File: src/rtl/malu_sequencer.sv
// ---------------------------------------------------------------------------
// malu_sequencer
//
// Control and data-staging stage that sits directly in front of the matrix
// ALU. It accepts an operation command, collects byte-wide matrix elements
// into the ALU's 200-bit A/B operand buses (5x5 row-major layout, element
// (r,c) at bits [(r*5+c)*8 +: 8]), and pulses the ALU opcode. It then latches
// the ALU result and streams the n x n result elements back out over a
// valid/ready handshake.
//
// Ports
//   clk, rst              rising-edge clock, synchronous active-high reset
//   cmd_valid/cmd_ready   command handshake (ready only while idle)
//   cmd_op, cmd_n, cmd_f  opcode (1..6), dimension (2..5), scalar for op 6
//   in_valid/in_ready     operand element handshake, in_data row-major
//   A_flat, B_flat        packed operand buses to the ALU
//   n, f, opcode          registered dimension/scalar and opcode to the ALU
//   C_flat                combinational result bus from the ALU
//   out_valid/out_ready   result element handshake, out_data row-major
//   out_last              marks the final (n*n-th) result element
//   busy                  high whenever a command is in progress
//   err                   one-cycle pulse after a rejected command
// ---------------------------------------------------------------------------
module malu_sequencer (
   input  logic         clk,
   input  logic         rst,
   input  logic         cmd_valid,
   output logic         cmd_ready,
   input  logic [3:0]   cmd_op,
   input  logic [2:0]   cmd_n,
   input  logic [8:0]   cmd_f,
   input  logic         in_valid,
   output logic         in_ready,
   input  logic [7:0]   in_data,
   output logic [199:0] A_flat,
   output logic [199:0] B_flat,
   output logic [2:0]   n,
   output logic [8:0]   f,
   output logic [3:0]   opcode,
   input  logic [199:0] C_flat,
   output logic         out_valid,
   input  logic         out_ready,
   output logic [7:0]   out_data,
   output logic         out_last,
   output logic         busy,
   output logic         err
);

   typedef enum logic [2:0] {
      IDLE,
      LOAD_A,
      LOAD_B,
      EXEC,
      CAPTURE,
      DRAIN
   } seqState_t;

   seqState_t      r_state;
   seqState_t      w_nextState;

   logic [3:0]     r_op;
   logic [2:0]     r_n;
   logic [8:0]     r_f;
   logic [199:0]   r_aFlat;
   logic [199:0]   r_bFlat;
   logic [199:0]   r_result;
   logic [2:0]     r_row;
   logic [2:0]     r_col;
   logic           r_err;

   logic           w_cmdLegal;
   logic           w_inFire;
   logic           w_outFire;
   logic           w_colWrap;
   logic           w_lastElem;
   logic [4:0]     w_elemIdx;
   logic [7:0]     w_bitBase;

   // Command legality, handshake strobes and the position of the element the
   // row/column counters currently point at. The same counters serve the
   // load phases and the drain phase, so one bit offset covers both.
   assign w_cmdLegal = (cmd_op >= 4'd1) && (cmd_op <= 4'd6) &&
                       (cmd_n >= 3'd2) && (cmd_n <= 3'd5);
   assign w_inFire   = in_valid && in_ready;
   assign w_outFire  = out_valid && out_ready;
   assign w_colWrap  = (r_col == (r_n - 3'd1));
   assign w_lastElem = w_colWrap && (r_row == (r_n - 3'd1));
   assign w_elemIdx  = 5'(r_row) * 5'd5 + 5'(r_col);
   assign w_bitBase  = {w_elemIdx, 3'b000};

   // State register; reset discards any transaction in flight.
   always_ff @(posedge clk) begin
      if (rst) begin
         r_state <= IDLE;
      end else begin
         r_state <= w_nextState;
      end
   end

   // Next-state logic. Unary ops (4..6) skip the B load phase. EXEC and
   // CAPTURE each last exactly one cycle so the ALU sees opcode rise from
   // zero and then has a stable cycle before its result is latched.
   always_comb begin
      w_nextState = r_state;
      case (r_state)
         IDLE: begin
            if (cmd_valid && w_cmdLegal) begin
               w_nextState = LOAD_A;
            end
         end
         LOAD_A: begin
            if (w_inFire && w_lastElem) begin
               w_nextState = (r_op <= 4'd3) ? LOAD_B : EXEC;
            end
         end
         LOAD_B: begin
            if (w_inFire && w_lastElem) begin
               w_nextState = EXEC;
            end
         end
         EXEC: begin
            w_nextState = CAPTURE;
         end
         CAPTURE: begin
            w_nextState = DRAIN;
         end
         DRAIN: begin
            if (w_outFire && w_lastElem) begin
               w_nextState = IDLE;
            end
         end
         default: begin
            w_nextState = IDLE;
         end
      endcase
   end

   // Command registers, operand buses, result latch and the error pulse.
   // Operand buses are cleared on command acceptance so that positions
   // outside the n x n window are always zero and nothing stale survives.
   always_ff @(posedge clk) begin
      if (rst) begin
         r_op     <= 4'd0;
         r_n      <= 3'd0;
         r_f      <= 9'd0;
         r_aFlat  <= '0;
         r_bFlat  <= '0;
         r_result <= '0;
         r_err    <= 1'b0;
      end else begin
         r_err <= 1'b0;
         case (r_state)
            IDLE: begin
               if (cmd_valid) begin
                  if (w_cmdLegal) begin
                     r_op     <= cmd_op;
                     r_n      <= cmd_n;
                     r_f      <= cmd_f;
                     r_aFlat  <= '0;
                     r_bFlat  <= '0;
                     r_result <= '0;
                  end else begin
                     r_err <= 1'b1;
                  end
               end
            end
            LOAD_A: begin
               if (w_inFire) begin
                  r_aFlat[w_bitBase +: 8] <= in_data;
               end
            end
            LOAD_B: begin
               if (w_inFire) begin
                  r_bFlat[w_bitBase +: 8] <= in_data;
               end
            end
            CAPTURE: begin
               r_result <= C_flat;
            end
            default: begin
            end
         endcase
      end
   end

   // Row/column counters. They restart on command acceptance and advance
   // row-major on every load or drain handshake; wrapping after the last
   // element leaves them at (0,0) for the following phase.
   always_ff @(posedge clk) begin
      if (rst) begin
         r_row <= 3'd0;
         r_col <= 3'd0;
      end else if ((r_state == IDLE) && cmd_valid && w_cmdLegal) begin
         r_row <= 3'd0;
         r_col <= 3'd0;
      end else if (w_inFire || w_outFire) begin
         if (w_colWrap) begin
            r_col <= 3'd0;
            r_row <= w_lastElem ? 3'd0 : (r_row + 3'd1);
         end else begin
            r_col <= r_col + 3'd1;
         end
      end
   end

   // Output decode. out_data only moves when the counters move, which keeps
   // it stable while the consumer stalls.
   assign cmd_ready = (r_state == IDLE);
   assign in_ready  = (r_state == LOAD_A) || (r_state == LOAD_B);
   assign busy      = (r_state != IDLE);
   assign out_valid = (r_state == DRAIN);
   assign out_last  = (r_state == DRAIN) && w_lastElem;
   assign out_data  = (r_state == DRAIN) ? r_result[w_bitBase +: 8] : 8'd0;
   assign opcode    = ((r_state == EXEC) || (r_state == CAPTURE)) ? r_op : 4'd0;
   assign A_flat    = r_aFlat;
   assign B_flat    = r_bFlat;
   assign n         = r_n;
   assign f         = r_f;
   assign err       = r_err;

endmodule

File: config.mk
export PLATFORM = sky130hd
export DESIGN_NAME = malu_sequencer
export DESIGN_NICKNAME = d
export VERILOG_FILES = /design/src/rtl/malu_sequencer.sv
export SDC_FILE = /design/constraint.sdc
export NUM_CORES = 1
export LEC_CHECK = 0
export CAP_MARGIN = 15
export CORE_AREA = 10 10 249 251
export CTS_CLUSTER_SIZE = 28
export DETAILED_ROUTE_END_ITERATION = 6
export DIE_AREA = 0 0 259 261
export PLACE_DENSITY = 0.69
export SETUP_SLACK_MARGIN = 0.02
export SLEW_MARGIN = 20
export SYNTH_ARGS = -nofsm -noshare
export SYNTH_HDL_FRONTEND = slang
export SYNTH_SLANG_ARGS = --single-unit
export TNS_END_PERCENT = 5
File: constraint.sdc
create_clock -name clk -period 7.9 [get_ports clk]
set_input_delay 2.37 -clock clk [delete_from_list [all_inputs] [get_ports clk]]
set_output_delay 2.37 -clock clk [all_outputs]
set_load 0.005 [all_outputs]
* Yosys cells after proc, flatten, opt, wreduce, memory -nomap -nowiden
Cells that the tools add are included.
** Cells by class
- Add/subtract/negate cells :: 5
- $mul :: 1
- $lt $le $gt $ge :: 5
- Equal/unequal tests :: 15
- Shift operators :: 3
- Mux-type cells :: 20
- Bitwise logic cells :: 2
- Reduce and logical (&&, ||, !) cells :: 28
** Operators by type and width (number)
- 200-bit one-hot mux with 2 select lines :: 3
- 200-bit two-way mux :: 4
- 200-bit bitwise mux :: 2
- 8-bit by 10-bit variable shift with 200-bit output (first input constant) :: 1
- 200-bit by 9-bit indexed part select with 8-bit output :: 1
- 8-bit by 10-bit indexed part select with 200-bit output :: 1
- 3-bit two-way mux :: 6
- 3-bit one-hot mux with 6 select lines :: 1
- 1-bit logical AND :: 12
- 4-bit AND reduction :: 3
- 2-bit inequality test (second input constant) :: 5
- 8-bit negation with 10-bit output :: 1
- 8-bit two-way mux :: 1
- 3-bit by 1-bit adder with 3-bit output (second input constant) :: 2
- 3-bit by 2-bit equality test with 1-bit output (second input constant) :: 2
- 3-bit equality test :: 2
- 3-bit equality test (second input constant) :: 2
- 2-bit by 1-bit inequality test with 1-bit output (second input constant) :: 3
- 3-bit AND reduction :: 2
- 2-bit nonzero test :: 3
- 5-bit by 3-bit adder with 5-bit output :: 1
- 3-bit by 3-bit multiplier with 5-bit output (second input constant) :: 1
- 4-bit by 1-bit >= comparator with 1-bit output (second input constant) :: 1
- 4-bit by 2-bit less-or-equal comparator with 1-bit output (second input constant) :: 1
- other kinds (14) :: 18
** Storage, ports and cells
- Bits in registers :: 626
- Input bits :: 229
- Output and inout port bits :: 430
- Word-level logic and storage cells :: 89

* Longest topological paths before layout
Gate-level depths: netlist (run 1).
- Word-level depth :: 7
- Mapped depth :: 15
- Gate-level depth less buffers :: 10

* Least setup slack after synthesis (run 1)
Ideal clock, no wire load.
- Path type :: reg-to-output
- Start point :: register r_row[2]
- End point :: output port out_data[1]
- Arrival :: 2.935 ns
- Required time :: 5.530 ns
- Path slack :: 2.595 ns
- Cell stages (with the launch flop) :: 12
- Path buffers :: 3
- Cells stage by stage :: dfxtp_1 -> ha_1 -> ha_1 -> fa_1 -> xor2_2 -> buf_2 -> buf_2 -> clkbuf_1 -> nand3_1 -> a21oi_1 -> a311oi_1 -> nor3_1
** Between the ends
- Longest elaborated chain between the ends :: 4
** Ends and longest elaborated chain
- start, declared :: line 67 : logic [2:0] r_row;
- start signal, assigned :: line 199 : r_row <= w_lastElem ? 3'd0 : (r_row + 3'd1);
- 3-bit by 3-bit multiplier with 5-bit output :: line 88 : assign w_elemIdx = 5'(r_row) * 5'd5 + 5'(r_col);
- 5-bit by 3-bit adder with 5-bit output :: line 88
- 200-bit by 9-bit indexed part select with 8-bit output :: line 213 : assign out_data = (r_state == DRAIN) ? r_result[w_bitBase +: 8] : 8'd0;
- 8-bit two-way mux :: line 213
- end, declared :: line 43 : output logic [7:0] out_data,
No other way between the ends.

* Worst setup path after layout (run 1)
- Start point :: register r_row[0]
- End point :: output port out_data[0]
Same word-level chain as after synthesis.

==> results of run 1 <==
[layer usage]
layer	GRT usage	vias to the layer above	wire, µm
met3	0.0686	206	8830
met4	0.128	14	4420
met5	0	-	99
li1	-	10301	-
met1	0.333	11209	38800
met2	0.478	1143	48500
[registers in the layout, summed over array words and instances, names as in the netlist, 4 cells and up]
register / count
A_flat: 200
B_flat: 200
r_result: 200
f: 9
r_op: 4
[kinds of logic (layout without fill, tap and decap cells)]
family                     count (synthesis)  in the layout  share of synthesized area
AOI/OAI and AO/OA                        771            771                      0.238
xor gates and xnor gates                  16             16                    0.00601
adders and majority gates                 13             13                    0.00692
buffers and inverters                    299            895                     0.0484
DFF                                      626            626                      0.510
muxes                                     61             61                     0.0534
other                                      0              2                          0
and+or+nand+nor                          702            702                      0.137
[Yosys cell counts, types with 3 or more instances]
library cell / number
mux2i_1: 5
or2_2: 8
nand2_1: 129
buf_1: 15
dfxtp_1: 626
o221ai_1: 33
buf_2: 25
nor4_1: 6
o211ai_1: 4
nor3_1: 24
o22ai_1: 68
a211o_1: 4
a31oi_1: 4
a32o_1: 21
a22oi_1: 203
ha_1: 12
a21oi_1: 86
nor2_1: 285
a32oi_1: 8
a22o_1: 120
o21ai_1: 8
o21bai_1: 13
o21ai_0: 35
a311oi_1: 9
a21oi_2: 8
nand3_1: 31
or3_1: 13
xor2_1: 4
nor3b_1: 4
or3b_2: 12
o32ai_1: 80
o2bb2ai_1: 44
nand2b_1: 117
mux4_2: 56
xnor2_1: 11
o21a_1: 6
nand4_1: 12
inv_1: 86
and2_1: 27
and3_1: 9
nor2b_1: 11
o2111ai_1: 3
clkbuf_1: 166
[worst paths after layout]
| check | endpoint | slack [ns] | depth (start not counted) |
|---|---|---|---|
| setup reg to reg | B_flat[16] | 2.89 | 9 |
| hold / removal | f[6] | 0.46 | 2 |
| hold reg to reg | f[6] | 0.46 | 2 |
| setup / recovery | out_data[0] | 0.73 | 9 |
[tightest hold or removal path: stages, from the launching register on]
cell and delay [ns]:
dfxtp_1 0.31, nand2_1 0.05, a21oi_1 0.05
[per-stage QoR]
stage	hold WS (ns)	std cells	total power, W
CTS	0.460	3849	0.00802
global route	0.479	3851	0.00826
global placement	0.443	3731	0.00492
detailed placement	0.448	3731	0.00495
floorplan	0.432	2488	0.00436
finish	0.456	3851	0.00800
[cell type report]
cell class / instances / share of cell area
Timing Repair Buffer: 689 / 0.202
Tap cell: 765 / 0.0283
Clock buffer: 96 / 0.0567
Inverter: 88 / 0.00984
Sequential cell: 626 / 0.370
Antenna cell: 2 / 0.000148
Clock inverter: 22 / 0.00706
Multi-Input combinational cell: 1563 / 0.325
[where the power goes]
group | switching [W] | internal (W) | total (W)
combinational | 0.00111 | 0.000497 | 0.00160
clock | 0.00130 | 0.00180 | 0.00310
sequential | 0.0000641 | 0.00323 | 0.00330
==> impl_metrics.ini, run 1 <==
[run]
maxCapViolations = 0

[route]
num_vias = 22873
drt_iter0_drc = 2293
ant_nets = 0
routed_wl_mm = 101
drc = 0
vias_per_cell = 5.94
wire_per_inst_um = 26.1
drt-pass1-iter-count = 6

[yosys]
syn_area_mm2 = 0.0246
yosysTopAreaCell = dfxtp_1
synth_edf_count = 0
synthArstFlopShare = 0
synthCells = 2488
ys_seq_area_frac = 0.510
ys.warnings.count = 0
synth_area_leaders = dfxtp_1, a22oi_1, mux4_2, nor2_1, a22o_1
netlist-cell-type-count = 74
synth_top_cell_area_share = 0.510
syn_nets = 2730
ys_seq_elements = 626
synth.avg_cell_area_um2 = 9.88
synthFlopType = dfxtp_1

[floorplan]
initial_core_util = 0.430
coreArea_mm2 = 0.0571
die_w_um = 259
die-area_mm2 = 0.0676
die_h_um = 261
core.rowCount = 88
ios = 659

[run_status]
status = finished clean

[setup_path]
crit_arrival_ns = 4.80
worstPathMaxFanout = 14
worstSetupPathType = reg2out
cp_top_family = simple AND/OR/NAND/NOR gates
startpoint = r_row[0]
critPathRequiredTime_ns = 5.53
r2r-start = r_row[0]
slowest_stage = nor2_2
cp_slowest_stage_delay_ns = 0.80
cpMostUsedCell = ha_1
start_kind = flip-flop
crit_chain = ha_1, ha_1, ha_1, a21oi_1, a21oi_1, nor2_2, a311oi_1, nor3_1, clkdlybuf4s50_1
crit_buf_inv = 1
crit_path_end_kind = output port

[global_routing]
grt_pass1_wl_mm = 146
antenna_found_initial = 9
overflow = 0
grt_pass1_vias = 22739
grtUsageTotal = 0.281
grt_max_degree = 200

[final_layout]
n_fill_cell = 4739
drive_above_1_share = 0.0820
multi_input_area_mm2 = 0.0110
nets = 3276
final_core_utilization = 0.592
seqCellArea_mm2 = 0.0125
areaGrowthSynthToFinish_pct = 37.7
fin_area_mm2 = 0.0338
mostFrequentLayoutCell = clkdlybuf4s50_1
final_cell_mix = clkdlybuf4s50_1, dfxtp_1, nor2_1

[clock_network]
path_clk_slew_ns = 0.06
ctsLongestPathBuffers = 3
cts_sinks = 626
h-tree-depth = 3
post_cts_buffers = 0
cts-root-buf = clkbuf_16
numCtsBuffers = 66
hold_buffers = 0
cts_resized = 0
cts_tree = yes
clock_latency_ns = 0.60

[placement]
place_ws_ns = 1.31
post_dp_cell_area_mm2 = 0.0316
gp_congestion = 0.915
dpl.hpwl_mm = 73.8
port_buffers = 658

[sta]
max_freq_mhz = 140
setup_violations = 0
finalWorstSetupSlack_ns = 0.734
worst_pin_slew_ns = 1.11
period_share = 0.907
rsz0062_at_grt = no
maxSlewHeadroom = 0.263
maxSlewViolCount = 0
period_minus_slack_ns = 7.17
finalHoldViolations = 0
final.setup.tns_ns = 0
fin_skew_ns = 0.0174

[power]
vdd_drop_max_uv = 293
p_leak_nw = 11.3
power_density_mw_per_mm2 = 236

[hold_path]
hp-start = f[6]
hold_path.class = reg2reg
Note: power is estimated with default switching activity, not from simulation.
==> run 2, diff against run 1 <==
Settings changed: SKIP_CTS_REPAIR_TIMING set to 1.
==> results of run 2 <==
Final layout, timing and power as in run 1 (identical DEF).
==> run 3, diff against run 2 <==
Clock period 7.9 ns to 6.7 ns, I/O delays scaled along.
==> run 3 against run 2 <==
Combinational power increased by 18%. Count of clock-buffer cells in the layout decreased by 9. Critical path depth unchanged. Hold slack got worse by 0.0030 ns. Final cell count increased by 0.10%. First-iteration DRC count increased by 4.5%. Via count increased by 1.2%. Global-route usage increased by 0.55 points. Routed wire length increased by 1.7%. Die area unchanged. Largest power group unchanged. Highest routed layer unchanged.
==> impl_metrics.ini, run 3 (synthesis results as in run 1) <==
[setup_path]
reg2reg_to = B_flat[33]
cp_top_family = simple AND/OR/NAND/NOR gates
worstPathMaxFanout = 10
cpMostUsedCell = ha_1
worstSetupPathType = reg2out
critPathRequiredTime_ns = 4.69
cp_slowest_stage_delay_ns = 0.65
rr_worst_depth = 8
crit_chain = ha_1, ha_1, ha_1, a21oi_1, a21oi_1, nor2_2, nor2_1, nor3_1, clkdlybuf4s50_1
r2r-start = r_row[1]
regToRegSetupSlack_ns = 1.73
crit_path_end_kind = output port
start_kind = flip-flop
crit_buf_inv = 1
slowest_stage = clkdlybuf4s50_1
crit_arrival_ns = 4.54
startpoint = r_row[0]

[power]
power_density_mw_per_mm2 = 283
p_seq_frac = 0.406
power.switching_w = 0.00292
pwr-share-clk = 0.398
combPwrFrac = 0.197
p_leak_nw = 11.4
vdd_drop_max_uv = 205
cell_internal_pwr_w = 0.00669
p_sw_frac = 0.304

[clock_network]
cts_tree = yes
h-tree-depth = 3
path_clk_slew_ns = 0.06
ctsLongestPathBuffers = 3
clock_latency_ns = 0.60
cts-root-buf = clkbuf_16
cts_sinks = 626
numCtsBuffers = 66

[final_layout]
nets = 3281
mostFrequentLayoutCell = clkdlybuf4s50_1
drive_above_1_share = 0.0853
multi_input_area_mm2 = 0.0110
areaGrowthSynthToFinish_pct = 38.1
seqCellArea_mm2 = 0.0125
n_fill_cell = 4737
final_cell_mix = clkdlybuf4s50_1, dfxtp_1, nor2_1

[sta]
period_share = 0.978
maxSlewViolCount = 0
period_minus_slack_ns = 6.55
rsz0062_at_grt = no
final.setup.tns_ns = 0
maxSlewHeadroom = 0.270
finalWorstSetupSlack_ns = 0.147
fin_skew_ns = 0.0193
max_freq_mhz = 153
worst_pin_slew_ns = 1.10
finalHoldViolations = 0
setup_violations = 0

[global_routing]
antenna_found_initial = 6
grt.busiest_layer = met2
use_met2 = 0.484
grtUsageTotal = 0.287
grt_pass1_vias = 22513
grt_pass1_wl_mm = 149
grt_max_degree = 182
grt_util_met3 = 0.0705
overflow = 0
grt_util_met1 = 0.342

[floorplan]
ios = 659
die_h_um = 261
die_w_um = 259
coreArea_mm2 = 0.0571
initial_core_util = 0.430
die-area_mm2 = 0.0676
core.rowCount = 88

[hold_path]
holdPathStages = 2
min_to = f[7]
hp-start = f[7]
hold_path.class = reg2reg

[route]
drc = 0
ant_nets = 0
vias_per_cell = 6.00
routed_wl_mm = 102
wire_per_inst_um = 26.6
drt_iter0_drc = 2396
drt-pass1-iter-count = 6
num_vias = 23143

[placement]
dpl.hpwl_mm = 75.7
port_buffers = 658
gp_congestion = 0.954
place_ws_ns = 0.707

[run_status]
status = finished clean

[run]
maxCapViolations = 0
run 3: how the worst max path moves through the flow:
stage	end	slack [ns]	depth (start not counted)
finish	out_data[2]	0.15	9
global route	out_data[2]	0.04	8
CTS	out_data[0]	0.01	9
detailed placement	out_data[0]	0.71	9
global placement	out_data[0]	0.74	8
floorplan	out_data[1]	1.76	11
run 3: power by group through the flow:
| stage | clock network (W) | registers, W | logic (W) |
|---|---|---|---|
| floorplan | 0 | 0.00393 | 0.00120 |
| global placement | 0 | 0.00397 | 0.00184 |
| detailed placement | 0 | 0.00397 | 0.00187 |
| CTS | 0.00386 | 0.00389 | 0.00187 |
| global route | 0.00400 | 0.00390 | 0.00203 |
| finish | 0.00382 | 0.00389 | 0.00189 |
run 3: worst reg2reg max path, stage by stage (launching register included):
cell and delay [ns]:
dfxtp_1 0.44, ha_1 0.28, ha_2 0.90, inv_1 0.17, ha_1 0.53, nor2_1 0.69
nand4_1 0.78, a21oi_1 0.85, o32ai_1 0.16
run 3: layout make-up:
cell class              count  share of cell area
multi-input cells        1563               0.324
flip-flops and latches    626               0.369
diodes                      5            0.000369
well taps                 765              0.0282
clock inverters            27              0.0112
repair buffers            694               0.203
clock buffers              87              0.0543
inverters                  88             0.00981
run 3: metal layers:
layer  part of all wire  wire length, µm
met5            0.00021               21
met4              0.044             4490
met3              0.089             9100
met2               0.48            49300
met1               0.39            39400
run 3: metrics by stage:
| stage | hold WS (ns) | cell area (µm²) | utilization | power, W | std cells |
|---|---|---|---|---|---|
| after floorplan | 0.432 | 24600 | - | 0.00514 | 2488 |
| after global placement | 0.443 | 31700 | 0.554 | 0.00581 | 3736 |
| after detailed placement | 0.446 | 31700 | 0.554 | 0.00584 | 3736 |
| after CTS | 0.454 | 33900 | 0.593 | 0.00962 | 3850 |
| after global routing | 0.482 | 33900 | 0.594 | 0.00993 | 3853 |
| final | 0.453 | 33900 | 0.594 | 0.00960 | 3855 |
